File: src/rtl/wb_burst_reader.sv
// Wishbone B3 read master: fetches a block of words in linear incrementing bursts
// into a local FIFO that is drained over a valid/ready stream.
module wb_burst_reader #(
  parameter int unsigned dw         = 32,
  parameter int unsigned aw         = 32,
  parameter int unsigned LEN_W      = 16,
  parameter int unsigned MAX_BURST  = 8,
  parameter int unsigned FIFO_DEPTH = 16
) (
  input  logic             wb_clk_i,
  input  logic             wb_rst_ni,
  input  logic             cmd_valid_i,
  output logic             cmd_ready_o,
  input  logic [aw-1:0]    cmd_adr_i,
  input  logic [LEN_W-1:0] cmd_len_i,
  output logic             wbm_cyc_o,
  output logic             wbm_stb_o,
  output logic [aw-1:0]    wbm_adr_o,
  output logic [dw-1:0]    wbm_dat_o,
  output logic [3:0]       wbm_sel_o,
  output logic             wbm_we_o,
  output logic [2:0]       wbm_cti_o,
  output logic [1:0]       wbm_bte_o,
  input  logic [dw-1:0]    wbm_dat_i,
  input  logic             wbm_ack_i,
  input  logic             wbm_err_i,
  input  logic             wbm_rty_i,
  output logic [dw-1:0]    rd_data_o,
  output logic             rd_valid_o,
  input  logic             rd_ready_i,
  output logic             busy_o,
  output logic             done_o,
  output logic             err_o
);

  localparam int unsigned PTR_W  = $clog2(FIFO_DEPTH);
  localparam int unsigned CNT_W  = PTR_W + 1;
  localparam int unsigned FREE_W = CNT_W + 1;
  localparam int unsigned BEAT_W = $clog2(MAX_BURST) + 1;
  localparam logic [2:0]  CTI_INCR = 3'b010;
  localparam logic [2:0]  CTI_EOB  = 3'b111;

  typedef enum logic [1:0] {IDLE, LAUNCH, BURST, DONE} state_e;

  state_e            state_q, state_n;
  logic [aw-1:0]     adr_q, adr_n;
  logic [LEN_W-1:0]  rem_q, rem_n;
  logic [BEAT_W-1:0] beat_q, beat_n, beats_c;
  logic              err_q, err_n;
  logic [FREE_W-1:0] free_c;
  logic              push_c, pop_c, bus_err_c;

  logic              cyc_q, cmd_ready_q, busy_q, done_q, rd_valid_q;
  logic [3:0]        sel_q;
  logic [2:0]        cti_q;
  logic [dw-1:0]     rd_data_q, head_n;

  logic [dw-1:0]     mem_q [FIFO_DEPTH];
  logic [PTR_W-1:0]  wr_ptr_q, rd_ptr_q, head_src_c;
  logic [CNT_W-1:0]  cnt_q, cnt_n;

  logic              unused_adr_lsb;
  assign unused_adr_lsb = ^cmd_adr_i[1:0];

  // Command sequencing; a burst launches only when the FIFO can take all of it.
  always_comb begin
    state_n   = state_q;
    adr_n     = adr_q;
    rem_n     = rem_q;
    beat_n    = beat_q;
    err_n     = err_q;
    push_c    = 1'b0;
    bus_err_c = wbm_err_i | wbm_rty_i;
    pop_c     = rd_valid_q & rd_ready_i;
    beats_c   = (rem_q >= LEN_W'(MAX_BURST)) ? BEAT_W'(MAX_BURST) : BEAT_W'(rem_q);
    free_c    = FREE_W'(FIFO_DEPTH) - FREE_W'(cnt_q) + FREE_W'(pop_c);
    case (state_q)
      IDLE: begin
        if (cmd_valid_i) begin
          adr_n   = {cmd_adr_i[aw-1:2], 2'b00};
          rem_n   = cmd_len_i;
          err_n   = 1'b0;
          state_n = (cmd_len_i == '0) ? DONE : LAUNCH;
        end
      end
      LAUNCH: begin
        if (free_c >= FREE_W'(beats_c)) begin
          beat_n  = beats_c;
          state_n = BURST;
        end
      end
      BURST: begin
        if (bus_err_c) begin
          err_n   = 1'b1;
          state_n = DONE;
        end else if (wbm_ack_i) begin
          push_c = 1'b1;
          adr_n  = adr_q + aw'(4);
          rem_n  = rem_q - LEN_W'(1);
          beat_n = beat_q - BEAT_W'(1);
          if (beat_q == BEAT_W'(1)) begin
            state_n = (rem_q == LEN_W'(1)) ? DONE : LAUNCH;
          end
        end
      end
      DONE:    state_n = IDLE;
      default: state_n = IDLE;
    endcase
  end

  // FIFO bookkeeping; the registered head covers push-into-empty and pop-with-push.
  always_comb begin
    cnt_n      = cnt_q + CNT_W'(push_c) - CNT_W'(pop_c);
    head_src_c = pop_c ? (rd_ptr_q + PTR_W'(1)) : rd_ptr_q;
    head_n     = (push_c && (head_src_c == wr_ptr_q)) ? wbm_dat_i : mem_q[head_src_c];
  end

  always_ff @(posedge wb_clk_i or negedge wb_rst_ni) begin
    if (!wb_rst_ni) begin
      state_q     <= IDLE;
      adr_q       <= '0;
      rem_q       <= '0;
      beat_q      <= '0;
      err_q       <= 1'b0;
      cyc_q       <= 1'b0;
      sel_q       <= 4'h0;
      cti_q       <= 3'b000;
      cmd_ready_q <= 1'b1;
      busy_q      <= 1'b0;
      done_q      <= 1'b0;
      wr_ptr_q    <= '0;
      rd_ptr_q    <= '0;
      cnt_q       <= '0;
      rd_valid_q  <= 1'b0;
      rd_data_q   <= '0;
    end else begin
      state_q     <= state_n;
      adr_q       <= adr_n;
      rem_q       <= rem_n;
      beat_q      <= beat_n;
      err_q       <= err_n;
      cyc_q       <= (state_n == BURST);
      sel_q       <= (state_n == BURST) ? 4'hf : 4'h0;
      cti_q       <= (state_n != BURST) ? 3'b000 :
                     (beat_n == BEAT_W'(1)) ? CTI_EOB : CTI_INCR;
      cmd_ready_q <= (state_n == IDLE);
      busy_q      <= (state_n != IDLE);
      done_q      <= (state_n == DONE);
      if (push_c) wr_ptr_q <= wr_ptr_q + PTR_W'(1);
      if (pop_c)  rd_ptr_q <= rd_ptr_q + PTR_W'(1);
      cnt_q       <= cnt_n;
      rd_valid_q  <= (cnt_n != '0);
      rd_data_q   <= head_n;
    end
  end

  // Storage needs no reset: pointers and count define what is valid.
  always_ff @(posedge wb_clk_i) begin
    if (push_c) mem_q[wr_ptr_q] <= wbm_dat_i;
  end

  assign cmd_ready_o = cmd_ready_q;
  assign wbm_cyc_o   = cyc_q;
  assign wbm_stb_o   = cyc_q;
  assign wbm_adr_o   = adr_q;
  assign wbm_dat_o   = '0;
  assign wbm_sel_o   = sel_q;
  assign wbm_we_o    = 1'b0;
  assign wbm_cti_o   = cti_q;
  assign wbm_bte_o   = 2'b00;
  assign rd_data_o   = rd_data_q;
  assign rd_valid_o  = rd_valid_q;
  assign busy_o      = busy_q;
  assign done_o      = done_q;
  assign err_o       = err_q;

endmodule

File: config.mk
export PLATFORM = sky130hd
export DESIGN_NAME = wb_burst_reader
export DESIGN_NICKNAME = d
export VERILOG_FILES = /design/src/rtl/wb_burst_reader.sv
export SDC_FILE = /design/constraint.sdc
export NUM_CORES = 1
export LEC_CHECK = 0
export ABC_AREA = 1
export CORE_AREA = 2 2 217 219
export CTS_CLUSTER_DIAMETER = 150
export DETAILED_ROUTE_END_ITERATION = 8
export DIE_AREA = 0 0 219 221
export MAX_ROUTING_LAYER = met4
export PLACE_DENSITY = 0.77
export REMOVE_ABC_BUFFERS = 1
export SLEW_MARGIN = 20
export SYNTH_ARGS = -nofsm -noshare
export SYNTH_HDL_FRONTEND = slang
export SYNTH_SLANG_ARGS = --single-unit
File: constraint.sdc
create_clock -name wb_clk_i -period 3.7 [get_ports wb_clk_i]
set_input_delay 0.555 -clock wb_clk_i [delete_from_list [all_inputs] [get_ports wb_clk_i]]
set_output_delay 0.555 -clock wb_clk_i [all_outputs]
set_load 0.01 [all_outputs]
==> impl_metrics.json, run 1 <==
{
  "placed_cells_incl_taps": 3062,
  "dr.pass1.iters": 6,
  "dieArea_mm2": 0.0484,
  "end_kind": "flip-flop",
  "status": "finished, final reports clean",
  "finalNonFillerCells": 3177,
  "hp-start": "rem_q[15]",
  "holdPathStages": 2,
  "vias": 18600,
  "cap_violations": 0,
  "leakage_nw": 11.4,
  "synth_flop_cell": "edfxtp_1",
  "worstPathArrival_ps": 3520,
  "hold_viol_final": 0,
  "dieWidth_um": 219,
  "synth_area_per_cell_um2": 11.3,
  "slowest_delay_ps": 410,
  "multiInputGateArea_mm2": 0.00742,
  "p_per_area_mw_per_mm2": 816,
  "antenna_found_initial": 2,
  "gr-total-overflow": 0,
  "crit_top_cell": "nand2_1",
  "cp_cell_sequence": "nor2_1 -> nand2_1 -> nor2_1 -> nand2_1 -> nor2_1 -> nand2_1 -> inv_1 -> ha_1 -> inv_1 -> nand2_1 -> nand2_1 -> nand2_1 -> nand2_1 -> nand2_1 -> nand2_1 -> nand2_1 -> o21ai_1 -> nand2_1 -> nand2_1 -> nand2_1 -> nor2_1 -> inv_1",
  "r2r-start": "rem_q[8]",
  "seqCellArea_mm2": 0.0180,
  "timing.fmax_mhz": 332,
  "clkSinkCount": 616,
  "finalSetupViolCount": 0,
  "antenna_left": 0,
  "post_cts_buffers": 0,
  "path_clk_slew_ps": 60,
  "r2r-end": "busy_o",
  "synth_cells": 2376,
  "required_ps": 4200,
  "clock_skew_ps": 19.3,
  "wl_per_cell_um": 20.2,
  "crit_slowest_cell": "dfrtp_1",
  "synth_top_area_share_pct": 57.4,
  "cts_tree": "done",
  "io_buffers": 160,
  "cp-start-kind": "flip-flop",
  "worst_slew_pin_slew_ps": 824,
  "yosysMostFrequentCell": "edfxtp_1",
  "fillCellCount": 3242,
  "pre_cts_slack_ps": 419,
  "synth_edf_count": 512,
  "fp-row-count": 79,
  "synth_area_mm2": 0.0268,
  "maxSlewHeadroom_pct": 45.1,
  "worst_slack_ps": 687,
  "yosys_register_bits": 616,
  "crit_type": "reg2reg",
  "yosys_warnings": 0,
  "via_per_inst": 5.86,
  "r2r_cells": 22,
  "grt_pass1_wl_um": 100000,
  "num-nets-final": 2635,
  "synthToLayoutAreaGrowth_pct": 16.4,
  "ios": 200,
  "clk_path_buf_depth": 3,
  "start_util_pct": 58.2,
  "critPathMaxFanout": 6,
  "drtIter0Drc": 2164,
  "ys_top_cells_by_area": "edfxtp_1 (57%), dfrtp_1 (9.6%), nor2_1 (5.0%)",
  "r2r_slack_ps": 690,
  "yosys.area.top_type": "edfxtp_1",
  "dp_hpwl_um": 35900,
  "grt.total_usage_pct": 27.4,
  "die_height_um": 221,
  "cts_max_level": 2,
  "place_congestion": 0.887,
  "slew_violations": 0,
  "hold_class": "reg2reg",
  "grt_max_degree": 182,
  "fin_crit_sh_pct": 81.4,
  "finalCriticalPeriod_ps": 3010,
  "core_mm2": 0.0461,
  "cts.root.buffer_cell": "clkbuf_16",
  "drc": 0,
  "synth.cells.most_frequent": "edfxtp_1 (512), nor2_1 (358), o21ai_0 (234)",
  "synth.distinct_cells": 47,
  "peakVddDrop_uv": 669,
  "min_to": "rem_q[15]",
  "numCtsBuffers": 61,
  "totalWireLength_um": 64200,
  "grt_pass1_vias": 18500,
  "postSynth.asyncResetShare_pct": 16.9,
  "rsz0062_at_grt": "false",
  "clk-insertion-delay-late_ps": 620,
  "synth_seq_area_share_pct": 67.1,
  "drive_above_1_share_pct": 8.96
}
[layout by cell type, fill, tap and decap left out, types with 27 or more instances in the layout]
cell type and n:
o211ai_1 133, conb_1 37, o21ai_2 33, nand2_1 217
clkdlybuf4s50_1 159, buf_4 42, a21oi_1 94, o21ai_1 89
clkbuf_16 62, nor2_1 342, o21ai_0 234, dfrtp_1 103
nand3_1 102, inv_1 190, edfxtp_1 512, ha_1 27
[through the flow]
step / power, mW / setup TNS, ps / cell area, um2 / hold slack, ps / util (%)
floorplan: 15.7 / -600010 / 26000 / 259 / -
global placement: 18.8 / 0 / 29100 / 483 / 63.3
detailed placement: 19.2 / 0 / 29100 / 483 / 63.3
CTS: 25.5 / 0 / 31200 / 130 / 67.7
global route: 27.1 / 0 / 31200 / 515 / 67.7
finish: 25.5 / 0 / 31200 / 503 / 67.7
[per-layer routing]
layer / up-vias / track usage (%) / part of all wire, %
met5: - / - / 0
met3: 147 / 4.10 / 7.8
li1: 8581 / - / -
met2: 855 / 44.6 / 50
met1: 9045 / 35.5 / 40
met4: 0 / 9.50 / 2.7
[critical path: cells and delay by family, from the launching register on]
| kind | cells | cell delay (ps) |
|---|---|---|
| DFF | 1 | 410 |
| and+or+nand+nor | 17 | 1930 |
| adders and majority gates | 1 | 220 |
| buffers and inverters | 3 | 190 |
| AOI/OAI and AO/OA | 1 | 140 |
[worst max path at each step]
stage,from,to,slack [ps]
after floorplan,rd_ptr_q[0],rd_data_o[0],-1320
after CTS,rem_q[8],busy_o,730
after global routing,rem_q[9],busy_o,280
after detailed placement,wbm_rty_i,mem_q[13][31],420
after global placement,wbm_rty_i,mem_q[13][26],530
final,rem_q[8],busy_o,690
[cell type report]
cell class / count / area share (%)
Multi-Input combinational cell: 1424 / 23.8
Clock inverter: 32 / 1.18
Inverter: 197 / 2.39
Sequential cell: 616 / 57.6
Clock buffer: 80 / 5.35
Timing Repair Buffer: 219 / 7.21
Antenna cell: 2 / 0.0160
Tap cell: 607 / 2.43
[timing repair]
| action | CTS | global route |
|---|---|---|
| endpoints found under the hold margin | 0 | 1 |
| resized for setup | 0 | 0 |
| setup endpoints to repair | 0 | 0 |
| hold buffers | 0 | 1 |
[flip-flops by register name (all words and copies together), names as in the netlist]
register	count
rd_ptr_q	4
rem_q	16
busy_o	1
rd_valid_o	1
wbm_adr_o	30
wbm_cti_o	2
cnt_q	5
beat_q	4
state_q	2
wr_ptr_q	4
done_o	1
rd_data_o	32
mem_q	512
err_o	1
cmd_ready_o	1
[report_power, final]
group          internal [mW]  switching [mW]
logic                   3.80            6.69
clock network           3.66            2.60
registers               8.17           0.531
total                   15.6            9.83
[kinds of logic after synthesis]
family                   after synthesis  synth area share [%]
AO/OA/AOI/OAI                        613                  13.4
flip-flops                           616                  67.1
XOR/XNOR                              21                 0.756
buffers and inverters                372                  6.27
adder cells (fa/ha/maj)               29                  1.38
AND/OR/NAND/NOR                      724                  11.1
other                                  1                0.0140
Note: power is estimated with default switching activity, not from simulation.
==> run 2, diff against run 1 <==
clock period = 3 ns   (was 3.7 ns; I/O delays follow)
==> run 2 against run 1 <==
Net effect: cell count rose by 0.76%; sequential power increased by 23%; die area stayed put; first-iteration DRC count is 11% lower; sequential share of layout area shrank 0.79 points; power grew 26%; critical path depth shrank 4; non-clock buffer count up 23; critical endpoint unchanged; largest cell class unchanged.
==> impl_metrics.json, run 2 (same netlist as run 1, synthesis figures left out) <==
{
  "die_height_um": 221,
  "cts.root.buffer_cell": "clkbuf_16",
  "drive_above_1_share_pct": 9.88,
  "core_mm2": 0.0461,
  "hold_viol_final": 0,
  "fillCellCount": 3229,
  "regMostFlops": "mem_q",
  "finalNonFillerCells": 3201,
  "cts_tree": "done",
  "worstPathArrival_ps": 3140,
  "antenna_found_initial": 2,
  "finalSetupViolCount": 0,
  "worst_slew_pin_slew_ps": 714,
  "layout_commonest_cell": "edfxtp_1",
  "worst_slack_ps": 370,
  "status": "finished, final reports clean",
  "fp-row-count": 79,
  "synthToLayoutAreaGrowth_pct": 18.0,
  "grt_pass1_vias": 18300,
  "cp_cell_sequence": "nor2_2 -> nand2_1 -> nor2_2 -> nand2_1 -> nor2_1 -> buf_4 -> nand2_1 -> ha_1 -> nand2_1 -> nand2_1 -> nand2_1 -> buf_4 -> nand4_1 -> nand3_1 -> o21ai_0 -> inv_1 -> nor2_1 -> inv_1",
  "slowest_delay_ps": 400,
  "largest_reg_flops": 512,
  "ios": 200,
  "path_clk_slew_ps": 60,
  "numCtsBuffers": 60,
  "grt_util_met1_pct": 35.1,
  "critPathMaxFanout": 5,
  "p_per_area_mw_per_mm2": 1010,
  "cp-start-kind": "flip-flop",
  "timing.fmax_mhz": 380,
  "clk-insertion-delay-late_ps": 630,
  "fin_crit_sh_pct": 87.7,
  "finalPower_mw": 32.0,
  "met2_usage_pct": 44.8,
  "cap_violations": 0,
  "grt.total_usage_pct": 27.6,
  "pre_cts_slack_ps": 87.4,
  "finalCriticalPeriod_ps": 2630,
  "start_util_pct": 58.2,
  "seqCellArea_mm2": 0.0180,
  "leakage_nw": 11.6,
  "hold_class": "in2async",
  "crit_slowest_cell": "dfrtp_1",
  "peakVddDrop_uv": 896,
  "dp_hpwl_um": 36900,
  "required_ps": 3510,
  "num-nets-final": 2657,
  "totalWireLength_um": 64500,
  "end_kind": "flip-flop",
  "clkSinkCount": 616,
  "grt.busiest_layer": "met2",
  "maxSlewHeadroom_pct": 52.2,
  "timing.hold.ws_ps": 350,
  "dr.pass1.iters": 7,
  "gr-total-overflow": 0,
  "final_cell_mix": "edfxtp_1 (512), nor2_1 (339), o21ai_0 (234)",
  "path_delay_family": "simple AND/OR/NAND/NOR gates",
  "placed_cells_incl_taps": 3085,
  "via_per_inst": 5.83,
  "place_congestion": 0.879,
  "cts_max_level": 2,
  "vias": 18700,
  "clk_path_buf_depth": 3,
  "dieWidth_um": 219,
  "drc": 0,
  "grt_max_degree": 104,
  "crit_buf_inv": 4,
  "antenna_left": 0,
  "slew_violations": 0,
  "io_buffers": 160,
  "multiInputGateArea_mm2": 0.00743,
  "post_cts_buffers": 0,
  "dieArea_mm2": 0.0484,
  "wl_per_cell_um": 20.2,
  "grt_pass1_wl_um": 100000,
  "rsz0062_at_grt": "false",
  "drtIter0Drc": 1936,
  "met3_usage_pct": 4.22,
  "clock_skew_ps": 17.2,
  "crit_type": "reg2reg",
  "crit_top_cell": "nand2_1"
}
==> run 2: cell count changes in the layout (fill, tap and decap cells not counted), sizes merged <==
cell	delta
bufinv	+3
clkinv	+4
inv	+4
buf	+23
clkbuf	-10
==> run 2: path summary, 6_finish.rpt <==
kind | startpoint | to | slack [ps] | cells after the start
max in group asynchronous | wb_rst_ni | rd_data_o[11] | 1770 | 3
min reg2reg | rem_q[5] | rem_q[5] | 510 | 2
max reg2reg | rem_q[9] | busy_o | 370 | 18
min | wb_rst_ni | rem_q[6] | 350 | 2
max | rem_q[9] | busy_o | 370 | 18
min in group wb_clk_i | cmd_adr_i[4] | wbm_adr_o[4] | 410 | 3
==> run 2: worst reg2reg max path: cells and delay by family (launching register included) <==
family,cells,cell delay (ps)
AND/OR/NAND/NOR,12,1220
buffers and inverters,4,470
flip-flops,1,400
adder cells (fa/ha/maj),1,290
AO/OA/AOI/OAI,1,150
==> run 2: cell type report <==
class	instances	area share [%]
inverters	197	2.35
well taps	607	2.40
clock buffers	70	4.87
repair buffers	242	8.43
multi-input cells	1424	23.5
clock inverters	43	1.59
flip-flops and latches	616	56.8
diodes	2	0.0158
==> run 2: layer usage <==
| layer | up-vias | wire [um] |
|---|---|---|
| li1 | 8632 | - |
| met1 | 8979 | 25000 |
| met2 | 894 | 31700 |
| met3 | 152 | 5790 |
| met4 | 0 | 2040 |
| met5 | - | 0 |
==> run 2: through the flow <==
stage | TNS [ps] | cell area (um2) | utilization, %
floorplan | -1017940 | 26000 | -
global placement | 0 | 29600 | 64.2
detailed placement | 0 | 29600 | 64.2
CTS | 0 | 31600 | 68.6
global route | 0 | 31600 | 68.7
finish | 0 | 31600 | 68.7
==> run 2: report_power, final <==
group	internal, mW	switching [mW]	total (mW)
clock network	4.55	3.23	7.78
logic	5.16	8.40	13.6
registers	10.1	0.637	10.7
==> run 2: what timing repair did <==
item	in CTS	in global routing
resized for setup	0	4
setup endpoints to repair	0	4
hold endpoints to repair	33	0
hold buffers	1	0
==> run 3, diff against run 2 <==
CTS_CLUSTER_SIZE = 12   (was unset)
TNS_END_PERCENT = 50   (was unset)
==> run 3 against run 2 <==
Net effect: worst setup slack got worse by 7.3 ps; clock-buffer cell count grew 34; register-to-register slack hardly changed; combinational power barely moved; first-iteration DRC count increased by 3.2%; flip-flop and latch count unchanged.
==> impl_metrics.json, run 3 (same netlist as run 1, synthesis figures left out) <==
{
  "numCtsBuffers": 57,
  "clk_path_buf_depth": 3,
  "cap_violations": 0,
  "dp_hpwl_um": 36900,
  "p_per_area_mw_per_mm2": 988,
  "critPathMaxFanout": 5,
  "dieArea_mm2": 0.0484,
  "vias": 18600,
  "fp-row-count": 79,
  "grt_pass1_wl_um": 99000,
  "synthToLayoutAreaGrowth_pct": 16.6,
  "antenna_found_initial": 2,
  "utilization_pct": 67.9,
  "fin_crit_sh_pct": 87.9,
  "finalSetupViolCount": 0,
  "clock_skew_ps": 19.3,
  "ios": 200,
  "hold_class": "in2async",
  "required_ps": 3490,
  "timing.fmax_mhz": 379,
  "worst_slew_pin_slew_ps": 648,
  "final_cell_mix": "edfxtp_1 (512), nor2_1 (339), o21ai_0 (234)",
  "cts.root.buffer_cell": "clkbuf_16",
  "io_buffers": 160,
  "grt.total_usage_pct": 27.2,
  "drtIter0Drc": 1997,
  "antenna_left": 0,
  "layout_commonest_cell": "edfxtp_1",
  "drive_above_1_share_pct": 8.66,
  "die_height_um": 221,
  "wl_per_cell_um": 19.9,
  "core_mm2": 0.0461,
  "grt_max_degree": 104,
  "finalPower_mw": 30.9,
  "dpl-instance-area_mm2": 0.0296,
  "end_kind": "flip-flop",
  "regMostFlops": "mem_q",
  "dr.pass1.iters": 6,
  "clkSinkCount": 616,
  "leakage_nw": 11.4,
  "cp-start-kind": "flip-flop",
  "worstPathArrival_ps": 3130,
  "num-nets-final": 2654,
  "clk-insertion-delay-late_ps": 620,
  "peakVddDrop_uv": 624,
  "post_cts_buffers": 0,
  "place_congestion": 0.879,
  "gr-total-overflow": 0,
  "finalCriticalPeriod_ps": 2640,
  "cts_tree": "done",
  "totalWireLength_um": 63700,
  "cts_max_level": 2,
  "largest_reg_flops": 512,
  "fin_area_mm2": 0.0313,
  "maxSlewHeadroom_pct": 56.8,
  "drc": 0,
  "tns_ps": 0,
  "status": "finished, final reports clean",
  "start_util_pct": 58.2,
  "hold_viol_final": 0,
  "crit_type": "reg2reg",
  "via_per_inst": 5.82,
  "grt_pass1_vias": 18100,
  "path_clk_slew_ps": 70,
  "dieWidth_um": 219,
  "rsz0062_at_grt": "false",
  "r2r_cells": 18,
  "slew_violations": 0
}
-- run 3: through the flow --
step | worst slack (ps) | hold WS (ps) | instances
floorplan | -2020 | 154 | 2237
global placement | 122 | 448 | 3085
detailed placement | 87.4 | 450 | 3085
CTS | 322 | 337 | 3193
global route | 21.6 | 376 | 3195
finish | 363 | 350 | 3195
-- run 3: area by class of cell --
cell class | count | area, um2
diodes | 2 | 5.00
clock buffers | 104 | 1620
clock inverters | 3 | 47.5
fillers | 3274 | 14800
inverters | 197 | 744
multi-input cells | 1424 | 7440
flip-flops and latches | 616 | 18000
well taps | 607 | 759
repair buffers | 242 | 2670
-- run 3: critical path, stage by stage (launching register included) --
cell	delay, ps
dfrtp_1	420
nor2_4	140
nand2_1	100
nor2_2	170
nand2_1	90
nor2_1	140
buf_4	140
nand2_1	80
ha_1	290
nand2_1	50
nand2_1	50
nand2_1	70
buf_4	150
nand4_1	70
nand3_1	60
o21ai_0	150
inv_1	120
nor2_1	170
inv_1	50
-- run 3: worst paths after layout --
path,start,endpoint,slack [ps]
setup / recovery,rem_q[9],busy_o,360
hold / removal,wb_rst_ni,rem_q[10],350
setup reg to reg,rem_q[9],busy_o,360
hold reg to reg,rem_q[5],rem_q[5],520
max in group asynchronous,wb_rst_ni,rd_data_o[11],1770
min in group wb_clk_i,cmd_adr_i[4],wbm_adr_o[4],420
-- run 3: report_power, final --
part	leakage [nW]	internal [mW]	switching (mW)	total, mW
Combinational	4.82	5.16	8.40	13.6
Clock	0.790	3.63	3.00	6.64
Sequential	5.83	10.1	0.638	10.7
-- run 3: layer usage --
| layer | part of all wire [%] | vias to the layer above | GRT usage (%) | wire (um) |
|---|---|---|---|---|
| li1 | - | 8603 | - | - |
| met4 | 2.8 | 0 | 8.96 | 1770 |
| met3 | 8.3 | 146 | 4.43 | 5270 |
| met2 | 49 | 857 | 44.3 | 31200 |
| met5 | 0 | - | - | 0 |
| met1 | 40 | 8993 | 34.9 | 25500 |
-- run 3: what timing repair did --
action,in CTS,in global routing
hold endpoints to repair,33,0
setup endpoints to repair,0,4
hold buffers,1,0
resized for setup,0,5
